### src/rtl/hilo_accumulator.sv
// HI/LO result stage: commits multiplier products by overwrite, multiply-add or
// multiply-subtract (two-cycle split adder), plus direct HI/LO writes.
module hilo_accumulator #(
  parameter int WIDTH = 32
) (
  input  logic                 clk,
  input  logic                 rst,
  input  logic                 op_valid,
  output logic                 op_ready,
  input  logic [2:0]           op,
  input  logic [2*WIDTH-1:0]   product,
  input  logic [WIDTH-1:0]     wdata,
  output logic [WIDTH-1:0]     hi,
  output logic [WIDTH-1:0]     lo,
  output logic                 busy,
  output logic                 done,
  output logic                 ovf
);

  typedef enum logic [1:0] {
    ST_IDLE   = 2'd0,
    ST_ADD_LO = 2'd1,
    ST_ADD_HI = 2'd2
  } state_t;

  localparam logic [2:0] OP_MUL  = 3'd1;
  localparam logic [2:0] OP_MADD = 3'd2;
  localparam logic [2:0] OP_MSUB = 3'd3;
  localparam logic [2:0] OP_MTHI = 3'd4;
  localparam logic [2:0] OP_MTLO = 3'd5;

  // Signed overflow of a two's-complement add, judged from the operand and sum sign bits.
  function automatic logic add_ovf(input logic a_msb, input logic b_msb, input logic s_msb);
    return (a_msb == b_msb) && (s_msb != a_msb);
  endfunction

  state_t               state_r, state_s;
  logic [WIDTH-1:0]     hi_r, hi_s;
  logic [WIDTH-1:0]     lo_r, lo_s;
  logic [2*WIDTH-1:0]   b_r, b_s;
  logic                 cin_r, cin_s;
  logic                 carry_r, carry_s;
  logic                 ovf_r, ovf_s;
  logic                 done_r, done_s;
  logic                 ready_r, busy_r;
  logic                 accept_s;
  logic [WIDTH:0]       lo_sum_s;
  logic [WIDTH-1:0]     hi_sum_s;

  // Next-state and datapath update for the IDLE / ADD_LO / ADD_HI sequencer.
  always_comb begin
    state_s  = state_r;
    hi_s     = hi_r;
    lo_s     = lo_r;
    b_s      = b_r;
    cin_s    = cin_r;
    carry_s  = carry_r;
    ovf_s    = ovf_r;
    done_s   = 1'b0;
    lo_sum_s = {(WIDTH+1){1'b0}};
    hi_sum_s = {WIDTH{1'b0}};
    accept_s = op_valid && (state_r == ST_IDLE);

    case (state_r)
      ST_IDLE: begin
        if (accept_s) begin
          case (op)
            OP_MUL: begin
              {hi_s, lo_s} = product;
              ovf_s        = 1'b0;
              done_s       = 1'b1;
            end
            OP_MADD: begin
              b_s     = product;
              cin_s   = 1'b0;
              state_s = ST_ADD_LO;
            end
            // Subtraction adds the one's complement with a carry-in of one.
            OP_MSUB: begin
              b_s     = ~product;
              cin_s   = 1'b1;
              state_s = ST_ADD_LO;
            end
            OP_MTHI: begin
              hi_s   = wdata;
              done_s = 1'b1;
            end
            OP_MTLO: begin
              lo_s   = wdata;
              done_s = 1'b1;
            end
            default: begin
              state_s = ST_IDLE;
            end
          endcase
        end else begin
          state_s = ST_IDLE;
        end
      end
      ST_ADD_LO: begin
        lo_sum_s = {1'b0, lo_r} + {1'b0, b_r[WIDTH-1:0]} + {{WIDTH{1'b0}}, cin_r};
        lo_s     = lo_sum_s[WIDTH-1:0];
        carry_s  = lo_sum_s[WIDTH];
        state_s  = ST_ADD_HI;
      end
      ST_ADD_HI: begin
        hi_sum_s = hi_r + b_r[2*WIDTH-1:WIDTH] + {{(WIDTH-1){1'b0}}, carry_r};
        hi_s     = hi_sum_s;
        ovf_s    = ovf_r | add_ovf(hi_r[WIDTH-1], b_r[2*WIDTH-1], hi_sum_s[WIDTH-1]);
        done_s   = 1'b1;
        state_s  = ST_IDLE;
      end
      default: begin
        state_s = ST_IDLE;
      end
    endcase
  end

  // State and architectural registers; reset discards any half-finished add.
  always_ff @(posedge clk) begin
    if (rst) begin
      state_r <= ST_IDLE;
      hi_r    <= {WIDTH{1'b0}};
      lo_r    <= {WIDTH{1'b0}};
      b_r     <= {(2*WIDTH){1'b0}};
      cin_r   <= 1'b0;
      carry_r <= 1'b0;
      ovf_r   <= 1'b0;
      done_r  <= 1'b0;
      ready_r <= 1'b1;
      busy_r  <= 1'b0;
    end else begin
      state_r <= state_s;
      hi_r    <= hi_s;
      lo_r    <= lo_s;
      b_r     <= b_s;
      cin_r   <= cin_s;
      carry_r <= carry_s;
      ovf_r   <= ovf_s;
      done_r  <= done_s;
      ready_r <= (state_s == ST_IDLE);
      busy_r  <= (state_s != ST_IDLE);
    end
  end

  assign hi       = hi_r;
  assign lo       = lo_r;
  assign ovf      = ovf_r;
  assign done     = done_r;
  assign op_ready = ready_r;
  assign busy     = busy_r;

endmodule
### config.mk
export PLATFORM = sky130hd
export DESIGN_NAME = hilo_accumulator
export DESIGN_NICKNAME = d
export VERILOG_FILES = /design/src/rtl/hilo_accumulator.sv
export SDC_FILE = /design/constraint.sdc
export NUM_CORES = 1
export LEC_CHECK = 0
export ABC_AREA = 1
export CAP_MARGIN = 20
export CORE_UTILIZATION = 47
export DETAILED_ROUTE_END_ITERATION = 16
export HOLD_SLACK_MARGIN = 0.15
export PLACE_DENSITY = 0.71
export SYNTH_ARGS = -nofsm -noshare
export SYNTH_HDL_FRONTEND = slang
export SYNTH_SLANG_ARGS = --single-unit
### constraint.sdc
create_clock -name clk -period 2.7 [get_ports clk]
set_clock_uncertainty 0.15 [all_clocks]
set_input_delay 0.405 -clock clk [delete_from_list [all_inputs] [get_ports clk]]
set_output_delay 0.405 -clock clk [all_outputs]
set_load 0.005 [all_outputs]
==> results.py, run 1 <==
metrics = {
    "run_status": {
        "outcome": "complete, no violations",
    },
    "global_route": {
        "grt_pass1_vias": 11800,
        "grt_usage_pct": 32.0,
        "grt_start_max_net_pins": 69,
        "grt_pass1_wl_um": 61000,
        "overflow": 0,
        "antenna_found_initial": 0,
    },
    "yosys": {
        "yosysUniqueCellTypes": 39,
        "synth_compound_area_share_pct": 19.5,
        "synth.area.mux_share_pct": 0,
        "synth_top_area_share_pct": 24.3,
        "synth_area_leader_cell": "dfxtp_1",
        "synth_xor_area_share_pct": 6.09,
        "synth_edf_count": 0,
        "synthCells": 1882,
        "yosys.area_share.simple_pct": 29.6,
        "netlist_area_um2": 11200,
        "synth.avg_cell_area_um2": 5.96,
        "synthFlopType": "dfxtp_1",
        "ys_top_cells_by_area": "dfxtp_1 (24%), nand2_1 (19%), inv_1 (9.7%)",
        "ys_seq_area_share_pct": 24.3,
        "yosys.area_share.adder_pct": 7.52,
        "synth-seq-cells": 136,
        "postSynth.asyncResetShare_pct": 0,
        "synth_nets": 2049,
        "yosysWarnings": 0,
        "synth_top_family_by_area": "simple AND/OR/NAND/NOR gates",
    },
    "critical_path": {
        "rr_worst_depth": 12,
        "crit_buf_inv": 2,
        "start_kind": "register",
        "cp_max_fo": 6,
        "crit_chain": "fa_1 -> inv_1 -> fa_1 -> inv_1 -> nand3_1 -> nand3_1 -> nand2_1 -> nand3_1 -> nand2_1 -> nand2_1 -> nand2_1 -> a31oi_1",
        "rr_endpoint": "carry_r",
        "cp.depth": 12,
        "end_kind": "register",
        "path_class": "reg2reg",
        "crit_slowest_cell": "dfxtp_1",
        "cpPeakStageDelay_ps": 370,
        "worstPathRequired_ps": 2870,
        "cp.arrival_ps": 2670,
        "reg2reg_from": "lo[0]",
        "r2r_slack_ps": 200,
        "startpoint": "lo[0]",
        "cp-endpoint": "carry_r",
        "cp_top_family": "simple AND/OR/NAND/NOR gates",
        "cp_common_cell": "nand2_1",
    },
    "floorplanning": {
        "die-area_um2": 24500,
        "start_util_pct": 47.9,
        "die_h_um": 156,
        "core_area_um2": 23400,
        "io_pins": 170,
        "fp.dieW_um": 156,
        "rows": 56,
    },
    "cts": {
        "cts.reportedPaths.clkPinSlew_ps": 60,
        "cts.sink_count": 136,
        "cts_buffer_depth": 2,
        "cts_hold_buf": 0,
        "post-cts-setup-buffers": 0,
        "post_cts_resized": 0,
        "cts-root-buf": "clkbuf_16",
        "numCtsBuffers": 17,
        "tritoncts": "done",
        "h-tree-depth": 4,
        "clkLatencyLatePin_ps": 430,
    },
    "drt": {
        "drcViolationCount": 0,
        "wl_um": 38200,
        "drt_iter0_drc": 813,
        "dr.pass1.iters": 5,
        "vias": 12400,
        "ant_nets": 0,
        "wl_per_cell_um": 16.2,
        "viasPerCell": 5.28,
    },
    "final_layout": {
        "area_growth_pct": 23.6,
        "final_cell_mix": "nand2_1 (564), inv_1 (289), o21ai_0 (208), clkdlybuf4s50_1 (168), a21oi_1 (163)",
        "fin_nets": 2191,
        "final_common_cell": "nand2_1",
        "diodes": 0,
        "final_layout_size_suffix_gt1_share_pct": 3.83,
    },
    "timing": {
        "setup_slack_ps": 201,
        "finalHoldViolCount": 0,
        "tightest_slew_ps": 712,
        "max_slew_margin_pct": 52.5,
        "setup_tns_ps": 0,
        "fin_crit_ps": 2500,
        "rsz0062_at_grt": "no",
        "finalMaxSlewViolations": 0,
        "clock.fmax_mhz": 400,
        "hold_slack_ps": 212,
        "setup_viol": 0,
        "fin_crit_sh_pct": 92.6,
    },
    "placed_design": {
        "place.gp.congestion": 0.981,
        "io_buffer_count": 169,
        "place_ws_ps": 233,
        "dpl.hpwl_um": 29900,
    },
    "power": {
        "leakage_nw": 7.03,
        "max-vdd-ir-drop_mv": 0.353,
        "fin_total_pwr_mw": 6.18,
        "p_per_area_nw_per_um2": 446,
    },
    "job": {
        "maxCapViolations": 0,
    },
    "min_path": {
        "min_path_type": "in2reg",
    },
}
final cells by class:
cell class	instances	area, µm²
flip-flops and latches	136	2720
repair buffers	194	1930
inverters	298	1120
well taps	319	399
clock buffers	20	457
multi-input cells	1377	7040
fillers	2370	9540
clock inverters	11	196
through the flow:
stage / cell area (µm²) / utilization (%) / instances
floorplan: 11200 / - / 1882
global placement: 13200 / 56.4 / 2324
detailed placement: 13200 / 56.4 / 2324
CTS: 13900 / 59.2 / 2355
global route: 13900 / 59.2 / 2355
finish: 13900 / 59.2 / 2355
worst register-to-register path, delay by kind of cell (launching register included):
kind	cells	cell delay [ps]
and+or+nand+nor	7	780
adders and majority gates	2	600
DFF	1	370
AOI/OAI and AO/OA	1	250
buffers and inverters	2	240
cell families (layout without fill, tap and decap cells):
| group | after synthesis | count (layout) |
|---|---|---|
| AO/OA/AOI/OAI | 417 | 417 |
| XOR/XNOR | 78 | 78 |
| buffers and inverters | 369 | 523 |
| flip-flops | 136 | 136 |
| adder cells (fa/ha/maj) | 65 | 65 |
| AND/OR/NAND/NOR | 817 | 817 |
metal layers:
metal,share of wire (%),vias up,GRT usage (%)
li1,-,6299,-
met3,4.6,78,3.82
met4,3.5,0,12.0
met5,0,-,0
met1,45,5680,41.4
met2,47,374,54.3
sequential cells by signal, indices dropped and copies added, names as in the netlist:
register	flops
b_r	64
busy	1
carry_r	1
cin_r	1
done	1
hi	32
lo	32
op_ready	1
ovf	1
state_r	2
how the worst min path moves through the flow:
stage | start | endpoint | depth (start not counted)
4_1_cts | op[0] | cin_r | 3
2_1_floorplan | ovf | ovf | 2
3_3_place_gp | ovf | ovf | 2
5_1_grt | op[0] | cin_r | 3
6_report | op[0] | cin_r | 3
3_5_place_dp | ovf | ovf | 2
synthesized netlist by cell type (4+ instances only):
library cell and number:
nand4_1 10, xor2_1 16, clkbuf_1 24, nand2_1 564, buf_2 43, dfxtp_1 136
and2_1 9, a31oi_1 17, fa_1 4, nand3b_1 4, a21oi_1 163, inv_1 290
o21ai_0 208, xnor2_1 62, nor2_1 106, ha_1 61, inv_2 8, o211ai_1 13
nor3_1 10, nand3_1 97
power by group:
| group | switching (mW) | total [mW] | internal [mW] |
|---|---|---|---|
| clock network | 0.962 | 2.65 | 1.69 |
| registers | 0.103 | 2.23 | 2.13 |
| logic | 0.715 | 1.30 | 0.587 |
(Power assumes the default switching activity.)
==> inputs of run 2 (changes only) <==
CTS_BUF_LIST = sky130_fd_sc_hd__clkbuf_4 sky130_fd_sc_hd__clkbuf_8   (was unset)
==> results.py, run 2 (synthesized netlist as in run 1, its figures left out) <==
metrics = {
    "cts": {
        "h-tree-depth": 4,
        "numCtsBuffers": 17,
        "clkLatencyLatePin_ps": 470,
        "tritoncts": "done",
        "cts-root-buf": "clkbuf_8",
        "cts.reportedPaths.clkPinSlew_ps": 80,
        "cts.sink_count": 136,
        "cts_buffer_depth": 2,
        "cts_hold_buf": 0,
    },
    "global_route": {
        "overflow": 0,
        "grt_pass1_vias": 11700,
        "grt_usage_pct": 31.9,
        "grt_start_max_net_pins": 69,
        "grt_pass1_wl_um": 60600,
        "antenna_found_initial": 0,
    },
    "power": {
        "seqPwrFrac_pct": 40.0,
        "p_int_mw": 3.87,
        "leakage_nw": 6.95,
        "p_per_area_nw_per_um2": 407,
        "fin_total_pwr_mw": 5.57,
        "clock_power_share_pct": 36.6,
        "switching_power_mw": 1.70,
        "max-vdd-ir-drop_mv": 0.272,
        "switching_share_pct": 30.5,
        "comb_power_share_pct": 23.3,
    },
    "drt": {
        "wl_um": 38000,
        "wl_per_cell_um": 16.1,
        "vias": 12300,
        "ant_nets": 0,
        "drcViolationCount": 0,
        "drt_iter0_drc": 855,
        "dr.pass1.iters": 6,
        "viasPerCell": 5.24,
    },
    "final_layout": {
        "fin_nets": 2191,
        "area_growth_pct": 22.0,
        "largest_register_ffs": 64,
        "n_fill_cell": 2409,
        "final_cell_mix": "nand2_1 (564), inv_1 (289), o21ai_0 (208), clkdlybuf4s50_1 (168), a21oi_1 (163)",
        "final_common_cell": "nand2_1",
        "diodes": 0,
        "top_register": "b_r",
        "final_layout_size_suffix_gt1_share_pct": 3.93,
        "postLayoutCellArea_um2": 13700,
    },
    "timing": {
        "finalMaxSlewViolations": 0,
        "fin_crit_ps": 2420,
        "max_slew_margin_pct": 52.0,
        "clock.fmax_mhz": 414,
        "tightest_slew_ps": 720,
        "finalHoldViolCount": 0,
        "setup_tns_ps": 0,
        "setup_viol": 0,
        "rsz0062_at_grt": "no",
        "fin_crit_sh_pct": 89.5,
        "hold_slack_ps": 165,
    },
    "min_path": {
        "min_path_type": "in2reg",
        "min_path_cells": 3,
    },
    "placed_design": {
        "place.gp.congestion": 0.981,
        "io_buffer_count": 169,
        "dpl.hpwl_um": 29900,
        "placed_area_um2": 13200,
    },
    "job": {
        "maxCapViolations": 0,
    },
    "critical_path": {
        "cp.arrival_ps": 2640,
        "cp_max_fo": 6,
        "end_kind": "register",
        "rr_worst_depth": 12,
        "path_class": "reg2reg",
        "start_kind": "register",
        "worstPathRequired_ps": 2930,
    },
    "floorplanning": {
        "core_area_um2": 23400,
        "io_pins": 170,
        "die-area_um2": 24500,
        "fp.dieW_um": 156,
        "die_h_um": 156,
        "start_util_pct": 47.9,
        "rows": 56,
    },
    "run_status": {
        "outcome": "complete, no violations",
    },
}
[run 2: changes by cell type in the layout (fill, tap and decap cells not counted)]
cell,previous run,this run
clkbuf_16,17,0
clkbuf_1,1,0
clkbuf_4,0,1
a31oi_2,0,1
a31oi_1,17,16
clkbuf_8,2,19
[run 2: timing repair]
item	4_1_cts	5_1_grt
gates resized for setup	0	1
setup buffers	0	0
setup endpoints to repair	0	1
[run 2: final timing paths]
path,slack (ps),from,to
setup reg to reg,280,lo[0],carry_r
setup / recovery,280,lo[0],carry_r
hold / removal,170,op[0],cin_r
hold reg to reg,350,ovf,ovf
[run 2: final cells by class]
class / instances / area (µm²) / share of cell area [%]
inverters: 298 / 1120 / 8.18
flip-flops and latches: 136 / 2720 / 19.9
clock buffers: 20 / 269 / 1.97
clock inverters: 11 / 196 / 1.44
well taps: 319 / 399 / 2.92
multi-input cells: 1377 / 7050 / 51.5
repair buffers: 194 / 1930 / 14.1
[run 2: worst max-delay path: stages, from the launching register on]
cell     delay, ps
dfxtp_1        380
fa_1           250
inv_1           70
fa_1           350
inv_1          160
nand3_1         90
nand3_1        170
nand2_1         80
nand3_1        140
nand2_1        110
nand2_1        100
nand2_1         80
a31oi_2        200
[run 2: per-layer routing]
metal | up-vias | part of all wire (%) | global-route usage, %
met5 | - | 0 | 0
met4 | 0 | 3.4 | 12.1
met3 | 74 | 4.9 | 3.88
met2 | 355 | 47 | 53.9
met1 | 5623 | 45 | 41.3
li1 | 6285 | - | -
[run 2: power groups by stage]
stage	combinational (mW)	sequential (mW)	clock [mW]
6_report	1.30	2.23	2.04
5_1_grt	1.44	2.24	2.16
4_1_cts	1.29	2.23	2.08
3_5_place_dp	1.28	2.27	0
3_3_place_gp	1.27	2.27	0
2_1_floorplan	0.730	2.25	0
[run 2: metrics by stage]
step	util [%]	cells	setup slack, ps
after floorplan	-	1882	655
after global placement	56.4	2324	307
after detailed placement	56.4	2324	233
after CTS	58.4	2355	211
after global routing	58.5	2355	75.4
final	58.5	2355	284
==> inputs of run 3 (changes only) <==
CAP_MARGIN = 0   (was 20)
TNS_END_PERCENT = 5   (was unset)
==> results of run 3 <==
Same layout as run 2: the final DEF is identical, and so are final timing and power.
